`src/rtl/job_feeder_pkg.sv`:
```
// Shared types and constants for the job feeder: FSM states, core response
// codes and the default job length.
package job_feeder_pkg;

  localparam int unsigned JOB_WORDS = 24;

  typedef enum logic [2:0] {
    ST_LOAD,
    ST_LAUNCH,
    ST_STREAM,
    ST_SEARCH,
    ST_REPORT,
    ST_RESPOND
  } feeder_state_t;

  localparam logic [1:0] RESP_NONE   = 2'b00;
  localparam logic [1:0] RESP_ACCEPT = 2'b01;
  localparam logic [1:0] RESP_ABORT  = 2'b10;

endpackage

```
`src/rtl/job_buffer.sv`:
```
// Job word register file: one synchronous write port, one asynchronous read port.
// No reset: contents are only read after a complete job has been written.
module job_buffer
  import job_feeder_pkg::*;
#(
  parameter int unsigned DEPTH = JOB_WORDS,
  parameter int unsigned WIDTH = 32,
  localparam int unsigned AW = $clog2(DEPTH)
) (
  input  logic             clk,
  input  logic             we,
  input  logic [AW-1:0]    waddr,
  input  logic [WIDTH-1:0] wdata,
  input  logic [AW-1:0]    raddr,
  output logic [WIDTH-1:0] rdata
);

  logic [WIDTH-1:0] mem [DEPTH];

  always_ff @(posedge clk) begin
    if (we) mem[waddr] <= wdata;
  end

  assign rdata = mem[raddr];

endmodule

```
`src/rtl/job_feeder.sv`:
```
// Feeds one mining job from the host into the SHA core, then captures the
// golden nonce (or aborts on timeout) and answers the core.
module job_feeder
  import job_feeder_pkg::*;
#(
  parameter int unsigned MID_WORDS      = 8,
  parameter int unsigned HEAD_WORDS     = 16,
  parameter logic [31:0] SEARCH_TIMEOUT = 32'd0
) (
  input  logic        clk,
  input  logic        n_rst,
  input  logic        host_valid,
  input  logic [31:0] host_data,
  output logic        host_ready,
  output logic        start_found,
  output logic [31:0] in_data,
  input  logic        sol_claim,
  input  logic [31:0] out_data,
  output logic [1:0]  sol_response,
  output logic        nonce_valid,
  output logic [31:0] nonce,
  input  logic        nonce_ready,
  output logic        busy
);

  localparam int unsigned JW = MID_WORDS + HEAD_WORDS;
  localparam int unsigned AW = $clog2(JW);
  localparam int unsigned CW = $clog2(JW + 1);
  localparam logic [CW-1:0] WCNT_FULL = CW'(JW);
  localparam logic [AW-1:0] RPTR_LAST = AW'(JW - 1);

  feeder_state_t state, state_next;
  logic [CW-1:0] wcnt;
  logic [AW-1:0] rptr;
  logic [31:0]   tcnt;
  logic [31:0]   rd_data;
  logic          wr_en;
  logic          capture;

  // The next job may be preloaded while the core searches, but never while
  // the buffer is being launched or streamed out.
  assign host_ready = (wcnt < WCNT_FULL) && (state != ST_STREAM) && (state != ST_LAUNCH);
  assign wr_en      = host_valid && host_ready;
  assign busy       = (state != ST_LOAD);
  assign in_data    = (state == ST_STREAM) ? rd_data : 32'd0;

  job_buffer #(
    .DEPTH (JW),
    .WIDTH (32)
  ) u_buffer (
    .clk   (clk),
    .we    (wr_en),
    .waddr (wcnt[AW-1:0]),
    .wdata (host_data),
    .raddr (rptr),
    .rdata (rd_data)
  );

  always_ff @(posedge clk or negedge n_rst) begin
    if (!n_rst) state <= ST_LOAD;
    else        state <= state_next;
  end

  always_comb begin
    state_next   = state;
    start_found  = 1'b0;
    sol_response = RESP_NONE;
    nonce_valid  = 1'b0;
    capture      = 1'b0;
    case (state)
      ST_LOAD: begin
        if (wcnt == WCNT_FULL) state_next = ST_LAUNCH;
      end
      ST_LAUNCH: begin
        start_found = 1'b1;
        state_next  = ST_STREAM;
      end
      ST_STREAM: begin
        if (rptr == RPTR_LAST) state_next = ST_SEARCH;
      end
      ST_SEARCH: begin
        // A claim beats a timeout landing on the same cycle.
        if (sol_claim) begin
          capture    = 1'b1;
          state_next = ST_REPORT;
        end else if ((SEARCH_TIMEOUT != 32'd0) && (tcnt >= SEARCH_TIMEOUT)) begin
          sol_response = RESP_ABORT;
          state_next   = ST_LOAD;
        end
      end
      ST_REPORT: begin
        nonce_valid = 1'b1;
        if (nonce_ready) state_next = ST_RESPOND;
      end
      ST_RESPOND: begin
        sol_response = RESP_ACCEPT;
        state_next   = ST_LOAD;
      end
      default: state_next = ST_LOAD;
    endcase
  end

  always_ff @(posedge clk or negedge n_rst) begin
    if (!n_rst) begin
      wcnt  <= '0;
      rptr  <= '0;
      tcnt  <= 32'd0;
      nonce <= 32'd0;
    end else begin
      if ((state == ST_STREAM) && (rptr == RPTR_LAST)) wcnt <= '0;
      else if (wr_en)                                   wcnt <= wcnt + 1'b1;

      if ((state == ST_STREAM) && (rptr != RPTR_LAST)) rptr <= rptr + 1'b1;
      else                                              rptr <= '0;

      // Saturating so a disabled or huge timeout never wraps back to zero.
      if (state != ST_SEARCH)  tcnt <= 32'd0;
      else if (tcnt != '1)     tcnt <= tcnt + 32'd1;

      if (capture) nonce <= out_data;
    end
  end

endmodule

```
`config.mk`:
```
export PLATFORM = sky130hd
export DESIGN_NAME = job_feeder
export DESIGN_NICKNAME = d
export VERILOG_FILES = /design/src/rtl/job_feeder_pkg.sv /design/src/rtl/job_buffer.sv /design/src/rtl/job_feeder.sv
export SDC_FILE = /design/constraint.sdc
export NUM_CORES = 1
export LEC_CHECK = 0
export ABC_CLOCK_PERIOD_IN_PS = 7100
export CORE_ASPECT_RATIO = 2
export CORE_MARGIN = 2
export CORE_UTILIZATION = 35
export CTS_CLUSTER_SIZE = 8
export DETAILED_ROUTE_END_ITERATION = 6
export PLACE_DENSITY_LB_ADDON = 0.05
export RECOVER_POWER = 25
export SLEW_MARGIN = 5
export SYNTH_ARGS = -nofsm -noshare
export SYNTH_HDL_FRONTEND = slang
export SYNTH_SLANG_ARGS = --single-unit
export TNS_END_PERCENT = 30
```
`constraint.sdc`:
```
create_clock -name clk -period 7.1 [get_ports clk]
set_input_delay 0.71 -clock clk [delete_from_list [all_inputs] [get_ports clk]]
set_output_delay 0.71 -clock clk [all_outputs]
set_load 0.1 [all_outputs]
```
-- Word-level counts from Yosys, hierarchy flattened
Memory sizes are Yosys's and may differ from the RTL's.
Index checks and enable logic that the tools add are counted.
- flip-flop bits (word level): 45
- RAM bits: 768
- input port bits: 69
- memories: 1
- memory list (name ; words ; bits a word ; rd ports ; clocked after memory_dff ; write ports ; line ; RTL):
    u_buffer.mem ; 24 ; 32 ; 1 ; 0 ; 1 ; job_buffer.sv:18 ; logic [WIDTH-1:0] mem [DEPTH];
- add/sub/neg operators: 2
- order comparisons: 1
- eq/ne operators: 14
- multiplexer cells: 16
- reduce and logical (&&, ||, !) cells: 9
- operators with widths (cell ; number):
    2-to-1 mux 32 bit ; 1
    2-to-1 mux 5 bit ; 3
    case mux 3 bit (5 select lines) ; 1
    2-to-1 mux 3 bit ; 4
    adder 5 x 1 -> 5 bit, second input constant ; 2
    equality test 5 bit, second input constant ; 2
    inequality test 2 bit, second input constant ; 4
    2-to-1 mux 1 bit ; 7
    equality test 3 x 2 -> 1 bit, second input constant ; 2
    equality test 3 bit, second input constant ; 2
    logical AND 1 bit ; 5
    < comparator 5 bit, second input constant ; 1
    inequality test 5 bit, second input constant ; 1
    AND reduction 4 bit ; 1
    equality test 3 x 1 -> 1 bit, second input constant ; 1
    logical NOT 3 bit ; 1
    inequality test 3 x 1 -> 1 bit, second input constant ; 1
    inequality test 3 x 2 -> 1 bit, second input constant ; 1
    nonzero test 3 bit ; 1
    nonzero test 2 bit ; 1

-- Longest topological paths before layout
Gate-level depths: netlist of run 1.
- depth after elaboration: 6
- depth in mapped cells: 8

-- By module
A second synthesis of run 1 with hierarchy kept.
- cell total of the unflattened synthesis: 1687
- area total of the unflattened synthesis: 31749.2 um2
- modules (own cells, without submodules) (module ; times used ; cells each ; area an instance (um2)):
    job_buffer ; 1 ; 1511 ; 29642.2
    job_feeder ; 1 ; 176 ; 2107.0

-- Worst setup path before layout of run 1
Ideal clock, no wire load.
- path type: register to output
- start: reg state[0]
- end: out host_ready
- arrival: 3429 ps
- data required time: 6390 ps
- path slack: 2961 ps
- cell stages (with the launch flop): 4
- path buffers: 0
- cells stage by stage: dfrtp_1 > or3b_2 > inv_1 > a211oi_1
- longest elaborated chain between the ends: 3
- elaborated cells on any way between the ends: 4
- classes of those cells: eq/ne: 2; reduce/logical: 2
- ends and longest elaborated chain (element ; line ; RTL):
    start: declaration ; job_feeder.sv:32 ; feeder_state_t state, state_next;
    start signal: assignment ; job_feeder.sv:61 ; else state <= state_next;
    inequality test 3 x 2 -> 1 bit ; job_feeder.sv:42 ; assign host_ready = (wcnt < WCNT_FULL) && (state != ST_STREAM) && (state != ST_LAUNCH);
    logical AND 1 bit ; job_feeder.sv:42 ;
    logical AND 1 bit * ; job_feeder.sv:42 ;
    end: declaration ; job_feeder.sv:14 ; output logic host_ready,
Every way passes the cells marked *; elsewhere a longest branch is shown, timed or not.

-- Worst setup path in the final report of run 1
- start: reg rptr[2]
- end: out in_data[1]
- longest elaborated chain between the ends: 2
- ends and longest elaborated chain (element ; line ; RTL):
    start: declaration ; job_feeder.sv:34 ; logic [AW-1:0] rptr;
    start signal: assignment ; job_feeder.sv:113 ; if ((state == ST_STREAM) && (rptr != RPTR_LAST)) rptr <= rptr + 1'b1;
    memory (24 x 32 bit) ; n/a ;
    2-to-1 mux 32 bit ; job_feeder.sv:45 ; assign in_data = (state == ST_STREAM) ? rd_data : 32'd0;
    end: declaration ; job_feeder.sv:16 ; output logic [31:0] in_data,
Every way passes these cells.

==> results.cfg, run 1 <==
[detailed_routing]
drc = 0
vias = 15100
viasPerCell = 5.23
first_pass_iters = 5
drtIter0Drc = 916
ant_nets = 0
post_drt_wl_per_cell_um = 28.7
wl_mm = 83.0

[logic_synthesis]
synth_edf_count = 768
yosys-top-cells-area = edfxtp_1, mux4_2, mux2i_1, dfrtp_1, a22oi_1
ys.flop_type = edfxtp_1
ys_ff_latch = 813
synth_top_area_share_pct = 73.9
yosys_warnings = 0
synth_top_cell_by_area = edfxtp_1
synth_cell_type_count = 44
syn_area_per_cell_um2 = 21.1
synth_cells = 1482
syn_area_um2 = 31200
ys_seq_area_share_pct = 77.5
syn_nets = 1556
async_reset_ff_share_pct = 5.54

[worst_setup_path]
timing.setup.critical_path_class = reg -> out
ff2ff_path_depth = 4
worst-path-buf-inv = 2
startpoint_type = flip-flop
path_max_fanout = 47
rrSetupSlack_ps = 3780
cp_top_family = buffers and inverters
cpPeakStageDelay_ps = 1030
crit_slowest_cell = clkdlybuf4s50_1
critPathRequiredTime_ps = 6390
reg2reg_to = u_buffer.mem[23][20]
reg2reg_from = state[2]
crit_path_cell_trace = buf_4 -> nor2b_4 -> a22oi_1 -> nand3_1 -> o211ai_1 -> clkdlybuf4s50_1
worstPathArrival_ps = 4800
cp-end-kind = output pin

[timing]
fmax_ghz = 0.181
worst_pin_slew_ps = 2600
relSlewSlack_pct = -73.5
setup_tns_ps = 0
period_share_pct = 77.7
rsz0062_at_grt = false
fin_crit_ps = 5510
maxSlewViolCount = 46
setup_viol = 0
hold_slack_ps = 500
finalHoldViolCount = 0
fin_worst_skew_ps = 20.8

[power_and_ir_drop]
max-vdd-ir-drop_v = 0.000228
power_density_nw_per_um2 = 363
leakagePower_nw = 11.7

[global_routing]
antenna_found_initial = 3
grt_max_degree = 60
grt-ovfl-total = 0
use_met2_pct = 35.2
busiest_layer = met2
grt_use_met3_pct = 3.39
met1_usage_pct = 20.7
grt_usage_pct = 18.3
grt_pass1_wl_mm = 120
grt_pass1_vias = 16700

[placed_design]
io_buffers = 137
dpl.hpwl_mm = 45.8
post-place-cells = 2744
place.gp.congestion = 0.714

[cells_and_area]
nets = 1761
syn2layout_area_growth_pct = 19.4
layoutNonFillerInstCount = 2897
drive_gt1_share_pct = 21.3
antenna_cells = 0

[clock_tree]
cts.repair.resized = 0
cts.sinks = 813
clk_pin_slew_ps = 50
clkLatencyLatePin_ps = 670
cts_hold_buf = 0
cts_buffers = 111
clock-root-buffer = clkbuf_16
clockBufferDepth = 3
cts_tree = done
post-cts-setup-buffers = 0
h-tree-depth = 3

[die]
die_x_um = 215
num_io_pins = 139
fp.dieH_um = 426
fp.coreArea_um2 = 88200
dieArea_um2 = 91700
fp-row-count = 154
initial_core_util_pct = 35.4

[flow_run]
cap_violations = 1

[min_path]
hold_depth = 1
min_from = nonce[15]
hp-class = reg -> reg
hold_end = nonce[15]

[outcome]
status = finished with violations
violations = capacitance limit, slew limit
==> layout make-up <==
class	instances	area, um^2
fillers	7864	51000
flip-flops and latches	813	24200
multi-input cells	578	6800
clock buffers	149	3010
repair buffers	180	1750
well taps	1170	1460
clock inverters	4	31.3
inverters	3	11.3
==> sequential cells by signal (all words and copies together) (netlist names) <==
register      cells
rptr              5
wcnt              5
nonce            32
state             3
u_buffer.mem    768
==> stage by stage <==
stage	utilization [%]	worst slack [ps]	power, mW	area [um^2]
2_1_floorplan	-	2960	7.92	31200
3_3_place_gp	38.8	2220	8.91	34200
3_5_place_dp	38.8	2230	8.92	34200
4_1_cts	42.2	1480	13.7	37300
5_1_grt	42.2	1370	14.0	37300
6_report	42.2	1590	13.5	37300
==> report_power, final <==
group          switching, mW  internal, mW  total (mW)  leakage [nW]
Clock                   1.89          2.88        4.77          1.47
Combinational           1.97          1.10        3.07          2.73
Sequential             0.191          5.48        5.67          7.50
Total                   4.05          9.46        13.5          11.7
==> worst max-delay path by stage <==
stage	end	startpoint	slack (ps)	cells past startpoint
final	in_data[1]	rptr[2]	1590	6
after global routing	in_data[0]	rptr[2]	1370	6
after CTS	in_data[1]	rptr[2]	1480	6
after detailed placement	in_data[1]	rptr[2]	2230	6
after global placement	in_data[1]	rptr[2]	2220	6
after floorplan	host_ready	state[0]	2960	3
==> kinds of logic (layout without fill, tap and decap cells) <==
family | after synthesis | after routing | share of synthesized area, %
XOR/XNOR | 5 | 5 | 0.140
adder cells (fa/ha/maj) | 5 | 5 | 0.200
multiplexers | 324 | 324 | 15.7
other | 1 | 1 | 0.0120
AO/OA/AOI/OAI | 142 | 142 | 3.44
flip-flops | 813 | 813 | 77.5
buffers and inverters | 91 | 336 | 1.38
AND/OR/NAND/NOR | 101 | 101 | 1.64
==> cell usage after synthesis (3+ instances only) <==
| cell type | n |
|---|---|
| edfxtp_1 | 768 |
| mux2i_1 | 162 |
| mux4_2 | 129 |
| a22oi_1 | 78 |
| o211ai_1 | 53 |
| dfrtp_1 | 45 |
| buf_2 | 40 |
| nor2_1 | 36 |
| clkbuf_1 | 34 |
| mux2_2 | 33 |
| nand3_1 | 20 |
| nand2_1 | 13 |
| buf_1 | 7 |
| ha_1 | 5 |
| and2_1 | 4 |
| buf_4 | 4 |
| nor2b_1 | 4 |
| o221ai_1 | 4 |
| buf_6 | 3 |
| inv_1 | 3 |
| nor3_1 | 3 |
| xor2_1 | 3 |
==> placed cells by master, fill, tap and decap left out, types with 3 or more instances in the layout <==
| cell | instances |
|---|---|
| edfxtp_1 | 768 |
| dfrtp_1 | 42 |
| nor2_1 | 11 |
| mux4_2 | 129 |
| clkbuf_1 | 35 |
| xor2_1 | 3 |
| nand3_1 | 20 |
| o221ai_1 | 4 |
| clkbuf_16 | 115 |
| o211ai_1 | 53 |
| nor3_1 | 3 |
| nand2_1 | 13 |
| buf_4 | 37 |
| inv_6 | 3 |
| mux2_2 | 33 |
| dfrtp_4 | 3 |
| clkdlybuf4s50_1 | 117 |
| ha_1 | 5 |
| nor2_4 | 24 |
| inv_1 | 3 |
| buf_12 | 5 |
| dlygate4sd3_1 | 19 |
| a22oi_1 | 78 |
| mux2i_1 | 162 |
==> routing by layer <==
layer | vias up | wire [um]
met3 | 89 | 3580
met4 | 2 | 1450
met2 | 425 | 46600
met1 | 8085 | 31400
li1 | 6538 | -
met5 | - | 9
(Power assumes the default switching activity.)
==> inputs of run 2 (changes only) <==
--- a/config.mk
+++ b/config.mk
@@ -5,7 +5,7 @@
 export SDC_FILE = /design/constraint.sdc
 export NUM_CORES = 1
 export LEC_CHECK = 0
-export ABC_CLOCK_PERIOD_IN_PS = 7100
+export ABC_CLOCK_PERIOD_IN_PS = 5300
 export CORE_ASPECT_RATIO = 2
 export CORE_MARGIN = 2
 export CORE_UTILIZATION = 35
==> constraint.sdc (replaced) <==
create_clock -name clk -period 5.3 [get_ports clk]
set_input_delay 0.53 -clock clk [delete_from_list [all_inputs] [get_ports clk]]
set_output_delay 0.53 -clock clk [all_outputs]
set_load 0.1 [all_outputs]
==> results.cfg, run 2 (synthesis gave the netlist of run 1 again) <==
[placed_design]
dpl_worst_slack_ps = 1460
place.gp.congestion = 0.732
dpl.hpwl_mm = 48.2
io_buffers = 137

[clock_tree]
post-cts-setup-buffers = 0
cts.sinks = 813
cts.repair.resized = 0
cts_tree = done
h-tree-depth = 3
clockBufferDepth = 3
cts_buffers = 111
clock-root-buffer = clkbuf_16
clk_pin_slew_ps = 50
clkLatencyLatePin_ps = 710

[timing]
rsz0062_at_grt = false
worst_pin_slew_ps = 2640
setup_viol = 0
fmax_ghz = 0.219
fin_ws_ps = 730
finalHoldViolCount = 0
relSlewSlack_pct = -76.2
fin_worst_skew_ps = 34.0
fin_crit_ps = 4570
maxSlewViolCount = 46
setup_tns_ps = 0
period_share_pct = 86.2

[outcome]
status = finished with violations
violations = capacitance limit, slew limit

[worst_setup_path]
crit_slowest_cell = clkdlybuf4s50_1
crit_path_cell_trace = or3b_1 -> or3_2 -> o221ai_1 -> clkdlybuf4s50_1
timing.setup.critical_path_class = reg -> out
cpPeakStageDelay_ps = 1190
startpoint_type = flip-flop
critPathRequiredTime_ps = 4770
cp-end-kind = output pin
path_max_fanout = 14
worstPathArrival_ps = 4040

[cells_and_area]
largest_registers = u_buffer.mem: 768 flops, nonce: 32 flops
antenna_cells = 0
largest_register_ffs = 768
drive_gt1_share_pct = 23.3
n_fill_cell = 7862
multi_input_area_um2 = 6790
layout_commonest_cell = edfxtp_1
largest_register = u_buffer.mem
syn2layout_area_growth_pct = 19.9
seqCellArea_um2 = 24200
nets = 1774
layout_common_cells = edfxtp_1, mux2i_1, mux4_2

[detailed_routing]
post_drt_wl_per_cell_um = 29.2
vias = 15300
viasPerCell = 5.23
drc = 0
ant_nets = 0
wl_mm = 85.2
drtIter0Drc = 979
first_pass_iters = 5

[min_path]
hp-class = in -> reg

[global_routing]
grt_pass1_vias = 17000
antenna_found_initial = 1
grt_max_degree = 98
grt_pass1_wl_mm = 122
grt-ovfl-total = 0
grt_usage_pct = 18.9

[die]
die_x_um = 215
num_io_pins = 139
initial_core_util_pct = 35.4
fp-row-count = 154
fp.dieH_um = 426
dieArea_um2 = 91700
fp.coreArea_um2 = 88200

[power_and_ir_drop]
power_density_nw_per_um2 = 487
max-vdd-ir-drop_v = 0.000295
leakagePower_nw = 11.8

[flow_run]
cap_violations = 1
[run 2: changes by cell type in the layout (fill, tap and decap cells not counted), moves of 4 or more]
cell,previous run,this run
clkdlybuf4s50_1,117,89
buf_12,5,13
clkbuf_1,35,43
clkinv_8,0,4
buf_4,37,69
clkbuf_16,115,111
[run 2: final timing paths]
kind	startpoint	to	slack, ps	cells after the start
setup / recovery	state[2]	in_data[22]	730	4
hold / removal	out_data[19]	nonce[19]	430	2
setup reg to reg	state[2]	u_buffer.mem[19][21]	2190	4
hold reg to reg	nonce[12]	nonce[12]	510	1
max in group asynchronous	n_rst	rptr[0]	2140	3
min in group asynchronous	n_rst	nonce[5]	1280	3
[run 2: cell type report]
| type | instances | share of cell area (%) |
|---|---|---|
| flip-flops and latches | 813 | 64.7 |
| multi-input cells | 578 | 18.1 |
| clock buffers | 154 | 7.88 |
| repair buffers | 193 | 5.02 |
| well taps | 1170 | 3.91 |
| clock inverters | 7 | 0.361 |
| inverters | 3 | 0.0301 |
[run 2: per-stage QoR]
stage	hold WS [ps]	std cells	utilization, %	total power [mW]	cell area (um^2)
final	434	2918	42.4	18.2	37400
after global routing	412	2918	42.4	18.9	37400
after CTS	377	2918	42.4	18.5	37400
after detailed placement	492	2756	38.9	12.0	34300
after global placement	489	2756	38.9	12.0	34300
after floorplan	234	1482	-	10.6	31200
[run 2: worst max-delay path: cells and delay by family (launching register included)]
family,cells,cell delay (ps)
DFF,1,480
and+or+nand+nor,2,1290
buffers and inverters,1,1190
AOI/OAI and AO/OA,1,350
[run 2: timing repair]
item | 4_1_cts | 5_1_grt
hold endpoints to repair | 45 | 0
setup endpoints to repair | 0 | 0
hold buffers | 1 | 0
[run 2: routing by layer]
layer / share of wire, % / wire length (um) / GRT usage, %
met1: 40 / 34100 / 22.3
met2: 55 / 46600 / 35.3
met3: 3.4 / 2860 / 2.93
met4: 1.9 / 1600 / 5.30
met5: 0.019 / 16 / 0
[run 2: power breakdown]
part	total, mW	switching, mW	internal (mW)
sequential	7.56	0.215	7.34
clock	6.47	2.66	3.81
combinational	4.19	2.72	1.46
total	18.2	5.60	12.6
